<file path="src/rtl/stream_packet_transformer_if.sv">
// Byte-enabled valid/ready stream bundle for stream_packet_transformer.
// master drives the input side and out_ready; slave is the transformer.
interface stream_packet_transformer_if #(
  parameter int W = 32
);
  localparam int NB = W / 8;

  logic [W-1:0]  in_data;
  logic [NB-1:0] in_byte_en;
  logic          in_end;
  logic          in_valid;
  logic          in_ready;
  logic [W-1:0]  out_data;
  logic [NB-1:0] out_byte_en;
  logic          out_end;
  logic          out_valid;
  logic          out_ready;

  modport master (
    output in_data, in_byte_en, in_end, in_valid,
    input  in_ready,
    input  out_data, out_byte_en, out_end, out_valid,
    output out_ready
  );

  modport slave (
    input  in_data, in_byte_en, in_end, in_valid,
    output in_ready,
    output out_data, out_byte_en, out_end, out_valid,
    input  out_ready
  );
endinterface

</file>
<file path="src/rtl/stream_packet_transformer.sv">
// Per-packet stream transform with output register plus skid buffer.
// Define STREAM_XFORM_SAT_EN to make the add mode saturate instead of wrap.
module stream_packet_transformer #(
  parameter int DATA_BUS_WIDTH = 32,
  parameter int ROT_W          = $clog2(DATA_BUS_WIDTH),
  parameter int CNT_W          = 16
) (
  input  logic                      clock,
  input  logic                      reset,
  stream_packet_transformer_if.slave s,
  input  logic [2:0]                ctrl_sel,
  input  logic [DATA_BUS_WIDTH-1:0] increment_val,
  input  logic [DATA_BUS_WIDTH-1:0] xor_mask,
  input  logic [ROT_W-1:0]          rot_amt,
  output logic [CNT_W-1:0]          pkt_count
);
  localparam int W  = DATA_BUS_WIDTH;
  localparam int NB = W / 8;

  typedef struct packed {
    logic [W-1:0]  data;
    logic [NB-1:0] be;
    logic          last;
  } beat_t;

  logic             first_q;
  logic [2:0]       mode_q;
  logic [W-1:0]     inc_q;
  logic [W-1:0]     xm_q;
  logic [ROT_W-1:0] rot_q;

  logic [2:0]       mode;
  logic [W-1:0]     inc;
  logic [W-1:0]     xm;
  logic [ROT_W-1:0] rot;

  beat_t or_q, sr_q, or_n, sr_n, nb;
  logic  or_v, sr_v, or_vn, sr_vn, rdy_q;
  logic  accept, fire, or_free;

  logic [W-1:0]   m;
  logic [W-1:0]   r;
  logic [NB-1:0]  obe;
  logic [2*W-1:0] dbl;
`ifdef STREAM_XFORM_SAT_EN
  logic [W:0]     sum;
`endif

  // first beat of a packet uses live controls
  assign mode = first_q ? ctrl_sel      : mode_q;
  assign inc  = first_q ? increment_val : inc_q;
  assign xm   = first_q ? xor_mask      : xm_q;
  assign rot  = first_q ? rot_amt       : rot_q;

  assign accept  = s.in_valid & rdy_q;
  assign fire    = or_v & s.out_ready;
  assign or_free = ~or_v | s.out_ready;

  assign s.in_ready    = rdy_q;
  assign s.out_valid   = or_v;
  assign s.out_data    = or_q.data;
  assign s.out_byte_en = or_q.be;
  assign s.out_end     = or_q.last;

  // mask, transform and post-mask the incoming beat
  always_comb begin
    m   = '0;
    r   = '0;
    obe = s.in_byte_en;
    dbl = '0;
`ifdef STREAM_XFORM_SAT_EN
    sum = '0;
`endif
    for (int i = 0; i < NB; i++)
      m[8*i+:8] = s.in_byte_en[i] ? s.in_data[8*i+:8] : 8'h00;
    dbl = {m, m} << rot;
    unique case (1'b1)
      (mode == 3'd1): r = ~m;
      (mode == 3'd2): begin
`ifdef STREAM_XFORM_SAT_EN
        sum = {1'b0, m} + {1'b0, inc};
        r   = sum[W] ? '1 : sum[W-1:0];
`else
        r = m + inc;
`endif
      end
      (mode == 3'd3): begin
        for (int i = 0; i < NB; i++) begin
          r[8*i+:8] = m[8*(NB-1-i)+:8];
          obe[i]    = s.in_byte_en[NB-1-i];
        end
      end
      (mode == 3'd4): r = m ^ xm;
      (mode == 3'd5): r = dbl[2*W-1:W];
      default:        r = m;
    endcase
    for (int i = 0; i < NB; i++)
      if (!obe[i]) r[8*i+:8] = 8'h00;
    nb.data = r;
    nb.be   = obe;
    nb.last = s.in_end;
  end

  // output register refills from skid first, then from input
  always_comb begin
    or_n  = or_q;
    or_vn = or_v;
    sr_n  = sr_q;
    sr_vn = sr_v;
    if (or_free) begin
      if (sr_v) begin
        or_n  = sr_q;
        or_vn = 1'b1;
        sr_vn = 1'b0;
      end else if (accept) begin
        or_n  = nb;
        or_vn = 1'b1;
      end else begin
        or_vn = 1'b0;
      end
    end else if (accept) begin
      sr_n  = nb;
      sr_vn = 1'b1;
    end
  end

  // buffer state and ready flop
  always_ff @(posedge clock) begin
    if (reset) begin
      or_q  <= '0;
      sr_q  <= '0;
      or_v  <= 1'b0;
      sr_v  <= 1'b0;
      rdy_q <= 1'b0;
    end else begin
      or_q  <= or_n;
      sr_q  <= sr_n;
      or_v  <= or_vn;
      sr_v  <= sr_vn;
      rdy_q <= ~sr_vn;
    end
  end

  // first-beat flag and per-packet control latch
  always_ff @(posedge clock) begin
    if (reset) begin
      first_q <= 1'b1;
      mode_q  <= '0;
      inc_q   <= '0;
      xm_q    <= '0;
      rot_q   <= '0;
    end else if (accept) begin
      first_q <= s.in_end;
      if (first_q) begin
        mode_q <= ctrl_sel;
        inc_q  <= increment_val;
        xm_q   <= xor_mask;
        rot_q  <= rot_amt;
      end
    end
  end

  // completed packets leaving the block
  always_ff @(posedge clock) begin
    if (reset)
      pkt_count <= '0;
    else if (fire && or_q.last)
      pkt_count <= pkt_count + 1'b1;
  end
endmodule

</file>
<file path="src/flat_wrapper.sv">
// flat-port wrapper written by rule: the top's interface ports become plain ports
module stream_packet_transformer_flat 
#(
  parameter int DATA_BUS_WIDTH = 32,
  parameter int ROT_W          = $clog2(DATA_BUS_WIDTH),
  parameter int CNT_W          = 16
)
  (clock, reset, ctrl_sel, increment_val, xor_mask, rot_amt, pkt_count, s_in_data, s_in_byte_en, s_in_end, s_in_valid, s_in_ready, s_out_data, s_out_byte_en, s_out_end, s_out_valid, s_out_ready);
  stream_packet_transformer_if #(.W((32))) s_i ();
  input  logic clock;
  input  logic reset;
  input  logic [2:0] ctrl_sel;
  input  logic [DATA_BUS_WIDTH-1:0] increment_val;
  input  logic [DATA_BUS_WIDTH-1:0] xor_mask;
  input  logic [ROT_W-1:0] rot_amt;
  output logic [CNT_W-1:0] pkt_count;
  input wire logic [$bits(s_i.in_data)-1:0] s_in_data;
  input wire logic [$bits(s_i.in_byte_en)-1:0] s_in_byte_en;
  input wire logic [$bits(s_i.in_end)-1:0] s_in_end;
  input wire logic [$bits(s_i.in_valid)-1:0] s_in_valid;
  output wire logic [$bits(s_i.in_ready)-1:0] s_in_ready;
  output wire logic [$bits(s_i.out_data)-1:0] s_out_data;
  output wire logic [$bits(s_i.out_byte_en)-1:0] s_out_byte_en;
  output wire logic [$bits(s_i.out_end)-1:0] s_out_end;
  output wire logic [$bits(s_i.out_valid)-1:0] s_out_valid;
  input wire logic [$bits(s_i.out_ready)-1:0] s_out_ready;
  assign s_i.in_data = s_in_data;
  assign s_i.in_byte_en = s_in_byte_en;
  assign s_i.in_end = s_in_end;
  assign s_i.in_valid = s_in_valid;
  assign s_in_ready = s_i.in_ready;
  assign s_out_data = s_i.out_data;
  assign s_out_byte_en = s_i.out_byte_en;
  assign s_out_end = s_i.out_end;
  assign s_out_valid = s_i.out_valid;
  assign s_i.out_ready = s_out_ready;
  stream_packet_transformer #(.DATA_BUS_WIDTH(DATA_BUS_WIDTH), .ROT_W(ROT_W), .CNT_W(CNT_W)) u_core (.clock(clock), .reset(reset), .s(s_i), .ctrl_sel(ctrl_sel), .increment_val(increment_val), .xor_mask(xor_mask), .rot_amt(rot_amt), .pkt_count(pkt_count));
endmodule
</file>
<file path="config.mk">
export PLATFORM = sky130hd
export DESIGN_NAME = stream_packet_transformer_flat
export DESIGN_NICKNAME = d
export VERILOG_FILES = /design/src/rtl/stream_packet_transformer_if.sv /design/src/rtl/stream_packet_transformer.sv /design/src/flat_wrapper.sv
export SDC_FILE = /design/constraint.sdc
export NUM_CORES = 1
export LEC_CHECK = 0
export ABC_AREA = 0
export CAP_MARGIN = 20
export CORE_MARGIN = 1.5
export CORE_UTILIZATION = 30
export CTS_CLUSTER_SIZE = 20
export DETAILED_ROUTE_END_ITERATION = 7
export GPL_TIMING_DRIVEN = 1
export PLACE_DENSITY_LB_ADDON = 0.05
export SETUP_SLACK_MARGIN = 0.05
export SLEW_MARGIN = 0
export SYNTH_ARGS = -nofsm -noshare
export SYNTH_HDL_FRONTEND = slang
export SYNTH_SLANG_ARGS = --single-unit
</file>
<file path="constraint.sdc">
create_clock -name clock -period 5.6 [get_ports clock]
set_clock_uncertainty 0.1 [all_clocks]
set_input_delay 0.56 -clock clock [delete_from_list [all_inputs] [get_ports clock]]
set_output_delay 0.56 -clock clock [all_outputs]
set_load 0.01 [all_outputs]
</file>
==> Yosys cells after proc, flatten, opt, wreduce, memory -nomap -nowiden <==
Cells that the tools add are included.
{ "totals": {"register_bits": 166, "in_bits": 113, "out_inout_bits": 55, "word_cells": 55} }
{ "classes": {"addsub": 2, "n_eq_ne": 5, "shifts": 1, "n_mux": 20, "bitwise_logic": 8, "n_reduce_logical": 4} }
{ "op_table": {"columns": ["op", "count"], "rows": [
  ["32-bit one-hot mux with 5 select lines", 1],
  ["37-bit 2-to-1 mux", 2],
  ["32-bit 2-to-1 mux", 2],
  ["8-bit 2-to-1 mux", 8],
  ["64-bit by 5-bit << shifter with 64-bit output", 1],
  ["32-bit adder", 1],
  ["32-bit inverter", 1],
  ["32-bit XOR", 1],
  ["16-bit by 1-bit adder with 16-bit output (second input constant)", 1],
  ["3-bit by 2-bit equality test with 1-bit output (second input constant)", 2],
  ["3-bit equality test (second input constant)", 2],
  ["5-bit 2-to-1 mux", 1],
  ["1-bit 2-to-1 mux", 4],
  ["4-bit 2-to-1 mux", 1],
  ["2-bit AND reduction", 2],
  ["3-bit by 1-bit equality test with 1-bit output (second input constant)", 1],
  ["3-bit 2-to-1 mux", 1],
  ["1-bit inverter", 3],
  ["1-bit AND", 2],
  ["2-bit nonzero test", 1],
  ["1-bit logical AND", 1],
  ["1-bit bitwise OR", 1]
]} }

==> Longest topological paths before layout <==
{ "depth": {"word_depth": 6, "mapped_depth": 17} }

==> Least setup slack after synthesis <==
Ideal clock, no wire load.
{ "synth_timing": {"path_type": "flip-flop to flip-flop", "startpoint": "reg u_core.first_q", "endpoint": "reg u_core.or_q (netlist bit u_core.s.out_data[28])", "arrival_time_ps": 4654, "required_time_ps": 5409, "slack_ps": 755, "path_stages_with_launch": 18, "path_buffers": 5, "synth_period_minus_slack_ps": 4845, "path_cell_list": "dfxtp_1 buf_6 buf_4 buf_2 clkbuf_1 clkbuf_1 mux2_2 ha_1 fa_1 a21o_1 a221o_1 a221oi_2 a22oi_1 a31oi_1 o21bai_1 xnor2_1 nand3b_1 a311oi_1"} }
{ "synth_between": {"elab_chain_len": 6} }
{ "synth_lines": {"columns": ["element", "line_no", "rtl"], "rows": [
  ["start, declared", "stream_packet_transformer.sv:26", "logic first_q;"],
  ["start signal, assigned", "stream_packet_transformer.sv:153", "first_q <= s.in_end;"],
  ["32-bit 2-to-1 mux", "stream_packet_transformer.sv:51", "assign inc = first_q ? increment_val : inc_q;"],
  ["via u_core.inc[0]", "stream_packet_transformer.sv:33", "logic [W-1:0] inc;"],
  ["32-bit adder", "stream_packet_transformer.sv:84", "r = m + inc;"],
  ["32-bit one-hot mux with 5 select lines", "stream_packet_transformer.sv:77", "unique case (1'b1)"],
  ["8-bit 2-to-1 mux", "stream_packet_transformer.sv:98", "if (!obe[i]) r[8*i+:8] = 8'h00;"],
  ["37-bit 2-to-1 mux", "stream_packet_transformer.sv:115", "end else if (accept) begin"],
  ["37-bit 2-to-1 mux", "stream_packet_transformer.sv:111", "if (sr_v) begin"],
  ["end signal, assigned", "stream_packet_transformer.sv:136", "or_q <= or_n;"],
  ["end, declared", "stream_packet_transformer.sv:37", "beat_t or_q, sr_q, or_n, sr_n, nb;"]
]} }
The timed path passes the listed nets, and every way through them passes these cells. The select of a mux whose other input is x is not followed.
A chain may end at the register's enable or synchronous reset.

==> Worst setup path in the final report <==
{ "layout_timing": {"startpoint": "in s_in_byte_en[0]", "endpoint": "reg u_core.or_q (netlist bit u_core.s.out_data[22])"} }
{ "layout_between": {"elab_chain_len": 6} }
{ "layout_lines": {"columns": ["element", "line_no", "rtl"], "rows": [
  ["start, declared", "flat_wrapper.sv:18", "input wire logic [$bits(s_i.in_byte_en)-1:0] s_in_byte_en;"],
  ["8-bit 2-to-1 mux *", "stream_packet_transformer.sv:75", "m[8*i+:8] = s.in_byte_en[i] ? s.in_data[8*i+:8] : 8'h00;"],
  ["32-bit adder or 64-bit by 5-bit << shifter with 64-bit output (tied branches)", "stream_packet_transformer.sv:84, stream_packet_transformer.sv:76", null],
  ["32-bit one-hot mux with 5 select lines *", "stream_packet_transformer.sv:77", null],
  ["8-bit 2-to-1 mux *", "stream_packet_transformer.sv:98", null],
  ["37-bit 2-to-1 mux *", "stream_packet_transformer.sv:115", null],
  ["37-bit 2-to-1 mux *", "stream_packet_transformer.sv:111", null]
]} }
Every way passes the cells marked *; elsewhere a longest branch is shown, timed or not. The select of a mux whose other input is x is not followed.

==> load_flow_metrics.sql <==
INSERT INTO impl_metrics (metric_group, metric, value, unit) VALUES
('setup_path', 'critical-path-top-delay-family', 'compound AO/OA/AOI/OAI gates', ''),
('floorplan', 'floorplan.io_pins', '168', ''),
('floorplan', 'placement_rows', '74', ''),
('routing', 'drcViolationCount', '10', ''),
('clock_tree', 'cts-htree-levels', '4', ''),
('routing', 'routed_via_density', '5.70', ''),
('setup_path', 'crit_chain', 'clkdlybuf4s50_1, nand2_1, inv_1, ha_1, a21oi_1, o21ai_0, a221oi_2, buf_4, a22oi_1, xnor2_1, o21ai_0, a222oi_1, a211oi_1', ''),
('timing', 'setup_violating_endpoint_count_in_the_final_report', '0', ''),
('routing', 'drtPass1Iterations', '7', ''),
('timing', 'timing.slew.headroom', '34.3', '%'),
('setup_path', 'crit_path_max_incr_delay', '0.77', 'ns'),
('setup_path', 'crit_path_top_delay_cell', 'sky130_fd_sc_hd__clkdlybuf4s50_1', ''),
('grt', 'globalRoute.totalOverflow', '0', ''),
('place', 'placement.io_buffers', '167', ''),
('floorplan', 'die-height', '207', 'µm'),
('floorplan', 'placeableCoreArea', '41000', 'µm²'),
('run_status', 'run_status', 'finished with violations', ''),
('logic_synthesis', 'synth.distinct_cells', '72', ''),
('job', 'max-cap-violations', '0', ''),
('setup_path', 'setup.reg_to_reg.worst_slack', '1.06', 'ns'),
('routing', 'totalWireLength', '60500', 'µm'),
('place', 'detailed_place_hpwl', '46400', 'µm'),
('timing', 'fmax', '0.217', 'GHz'),
('run_status', 'failed_checks', 'design-rule violations', ''),
('place', 'gp_congestion', '0.917', ''),
('finish', 'insertedDiodeCount', '0', ''),
('logic_synthesis', 'synthFlopType', 'sky130_fd_sc_hd__dfxtp_1', ''),
('grt', 'number_of_global_route_vias_before_repair', '12600', ''),
('grt', 'grt_util_all_layers', '27.8', '%'),
('floorplan', 'initial_standard_cell_utilization_of_the_core', '30.6', '%'),
('logic_synthesis', 'syn_area_per_cell', '7.67', 'µm²'),
('power_and_ir_drop', 'power.ir.vdd_worst', '0.000199', 'V'),
('setup_path', 'worst-path-max-fanout', '10', ''),
('routing', 'drt-wirelength-per-cell', '26.3', 'µm'),
('floorplan', 'fp.dieArea', '43000', 'µm²'),
('setup_path', 'timing.critical_path.buf_inv', '3', ''),
('finish', 'finalCoreUtilization', '37.7', '%'),
('routing', 'drt.antenna.violating_nets', '0', ''),
('setup_path', 'critical_path_arrival', '4.82', 'ns'),
('timing', 'tightestPinTransition', '0.986', 'ns'),
('setup_path', 'critical_path_endpoint_category', 'flop', ''),
('timing', 'rsz_0062_raised_after_global_routing', 'no', ''),
('setup_path', 'worst_path_most_repeated_cell', 'sky130_fd_sc_hd__o21ai_0', ''),
('routing', 'first_iter_violations', '1217', ''),
('logic_synthesis', 'yosys_warnings', '0', ''),
('clock_tree', 'cts_setup_buffers', '0', ''),
('setup_path', 'reg2reg_depth', '10', ''),
('grt', 'global_route.usage.met3', '5.39', '%'),
('logic_synthesis', 'synth-edff-count', '0', ''),
('logic_synthesis', 'synth.yosys.seq_area_share', '26.5', '%'),
('setup_path', 'setup.worst_path.start_class', 'primary input', ''),
('power_and_ir_drop', 'power.density_cell_area', '251', 'nW/µm²'),
('power_and_ir_drop', 'power_leakage', '5.99', 'nW'),
('timing', 'final_hold_viol_count', '0', ''),
('logic_synthesis', 'syn-instance-count', '1634', ''),
('clock_tree', 'clk_buf_depth', '2', ''),
('logic_synthesis', 'synthesis.nets', '1780', ''),
('hold_path', 'hold_path_depth', '2', ''),
('clock_tree', 'clock_sinks', '166', ''),
('hold_path', 'min_path_type', 'reg2reg', ''),
('clock_tree', 'cts_repair_resize_count', '0', ''),
('finish', 'syn2layout_area_growth', '23.3', '%'),
('power_and_ir_drop', 'p_total', '0.00388', 'W'),
('clock_tree', 'cts_tree', 'done', ''),
('grt', 'antenna_violations_before_repair', '0', ''),
('setup_path', 'critPathKind', 'in2reg', ''),
('clock_tree', 'clkTransAtPathRegs', '0.07', 'ns'),
('floorplan', 'chipWidth', '207', 'µm'),
('logic_synthesis', 'synth.cell_area', '12500', 'µm²'),
('grt', 'grt_util_met2', '42.1', '%'),
('setup_path', 'path_depth', '13', '');
[placed cells by master, fill, tap and decap left out, types with 6 or more instances in the layout]
cell / Yosys / final
sky130_fd_sc_hd__o21ai_0: 92 / 92
sky130_fd_sc_hd__dfxtp_1: 166 / 164
sky130_fd_sc_hd__mux4_2: 20 / 20
sky130_fd_sc_hd__inv_1: 42 / 42
sky130_fd_sc_hd__xor2_1: 24 / 24
sky130_fd_sc_hd__buf_4: 4 / 64
sky130_fd_sc_hd__ha_1: 32 / 32
sky130_fd_sc_hd__o221ai_1: 8 / 8
sky130_fd_sc_hd__a22oi_1: 6 / 6
sky130_fd_sc_hd__a31oi_1: 17 / 17
sky130_fd_sc_hd__o22ai_1: 13 / 13
sky130_fd_sc_hd__and2_1: 7 / 6
sky130_fd_sc_hd__a21oi_1: 161 / 161
sky130_fd_sc_hd__a211oi_1: 57 / 57
sky130_fd_sc_hd__a221oi_1: 12 / 12
sky130_fd_sc_hd__a311oi_1: 6 / 6
sky130_fd_sc_hd__a21o_1: 17 / 17
sky130_fd_sc_hd__nor2_1: 188 / 185
sky130_fd_sc_hd__nor3_1: 56 / 56
sky130_fd_sc_hd__and3_1: 9 / 9
sky130_fd_sc_hd__o31ai_1: 6 / 6
sky130_fd_sc_hd__nand4_1: 14 / 14
sky130_fd_sc_hd__clkdlybuf4s50_1: 0 / 166
sky130_fd_sc_hd__clkbuf_16: 0 / 17
sky130_fd_sc_hd__or3_1: 19 / 19
sky130_fd_sc_hd__nand2_1: 227 / 227
sky130_fd_sc_hd__mux2i_1: 105 / 103
sky130_fd_sc_hd__a2111oi_0: 10 / 10
sky130_fd_sc_hd__o211ai_1: 16 / 16
sky130_fd_sc_hd__nand3_1: 23 / 23
sky130_fd_sc_hd__mux2_2: 52 / 52
sky130_fd_sc_hd__xnor2_1: 31 / 31
[tightest hold or removal path, delay by kind of cell, from the launching register on]
kind	cells	cell delay (ns)
AO/OA/AOI/OAI	1	0.05
flip-flops	1	0.31
AND/OR/NAND/NOR	1	0.05
[flip-flops by register name, summed over array words and instances, names as in the netlist]
register / flops
u_core.sr_q: 37
u_core.inc_q: 32
u_core.s.out_data: 32
u_core.xm_q: 32
u_core.pkt_count: 16
u_core.rot_q: 5
u_core.s.out_byte_en: 4
u_core.mode_q: 3
u_core.first_q: 1
u_core.s.in_ready: 1
u_core.s.out_end: 1
u_core.s.out_valid: 1
u_core.sr_v: 1
[through the flow]
stage	cells	hold WS, ns	setup slack (ns)	cell area (µm²)
global placement	2270	0.341	0.650	14800
floorplan	1634	0.336	0.755	12500
detailed placement	2270	0.346	0.652	14800
global route	2303	0.370	0.799	15500
finish	2303	0.353	0.984	15500
CTS	2302	0.355	1.16	15400
[per-layer routing]
layer	wire length [µm]	up-vias
li1	-	6201
met1	27900	6346
met2	26200	477
met3	3920	96
met4	2490	0
met5	0	-
[cells by family after synthesis]
group	Yosys count	share of synthesized area (%)
simple gates	556	18.8
compound gates	472	24.1
mux	184	17.8
buf+inv	168	5.64
flops	166	26.5
xor+xnor	55	3.84
fa+ha+maj	33	3.35
[report_power, final]
part,internal [W],total [W],switching [W]
Clock,0.000718,0.00126,0.000545
Combinational,0.000501,0.00135,0.000844
Sequential,0.00123,0.00127,0.0000368
Total,0.00245,0.00388,0.00143
[synth_stat cells (4+ instances only)]
master                      instances  area share [%]
sky130_fd_sc_hd__a211oi_1          57             3.4
sky130_fd_sc_hd__xnor2_1           31             2.2
sky130_fd_sc_hd__and3_1             9            0.45
sky130_fd_sc_hd__a31oi_1           17            0.85
sky130_fd_sc_hd__mux2i_1          105             8.4
sky130_fd_sc_hd__nor3_1            56             2.2
sky130_fd_sc_hd__ha_1              32             3.2
sky130_fd_sc_hd__buf_1              8            0.24
sky130_fd_sc_hd__buf_4              4            0.24
sky130_fd_sc_hd__o22ai_1           13            0.65
sky130_fd_sc_hd__o221ai_1           8            0.56
sky130_fd_sc_hd__o21ai_1            4            0.16
sky130_fd_sc_hd__buf_6              4            0.36
sky130_fd_sc_hd__a221oi_1          12            0.84
sky130_fd_sc_hd__and2_1             7            0.35
sky130_fd_sc_hd__a21o_1            17             1.0
sky130_fd_sc_hd__clkbuf_1          97             2.9
sky130_fd_sc_hd__or3_1             19            0.95
sky130_fd_sc_hd__a2111oi_0         10            0.70
sky130_fd_sc_hd__nor2_1           188             5.6
sky130_fd_sc_hd__o21a_1             4            0.24
sky130_fd_sc_hd__inv_1             42             1.3
sky130_fd_sc_hd__nand3_1           23            0.92
sky130_fd_sc_hd__dfxtp_1          166              27
sky130_fd_sc_hd__a311oi_1           6            0.42
sky130_fd_sc_hd__buf_2             12            0.48
sky130_fd_sc_hd__mux2_2            52             4.7
sky130_fd_sc_hd__o21ai_0           92             3.7
sky130_fd_sc_hd__a22oi_1            6            0.36
sky130_fd_sc_hd__o211ai_1          16            0.96
sky130_fd_sc_hd__nand4_1           14            0.70
sky130_fd_sc_hd__mux4_2            20             3.6
sky130_fd_sc_hd__nand2_1          227             6.8
sky130_fd_sc_hd__a21oi_1          161             6.4
sky130_fd_sc_hd__o31ai_1            6            0.36
sky130_fd_sc_hd__xor2_1            24             1.7
[final timing paths]
kind | start | end
max | s_in_byte_en[0] | u_core.s.out_data[22]
min | u_core.xm_q[17] | u_core.xm_q[17]
max reg2reg | u_core.first_q | u_core.s.out_data[13]
min reg2reg | u_core.xm_q[17] | u_core.xm_q[17]
[layout make-up]
type	instances	area (µm²)	area share, %
multi-input cells	1300	8540	55.2
flip-flops and latches	166	3330	21.5
repair buffers	231	2160	13.9
well taps	532	666	4.30
clock buffers	19	443	2.86
clock inverters	13	169	1.09
inverters	42	158	1.02
Note: power is estimated with default switching activity, not from simulation.
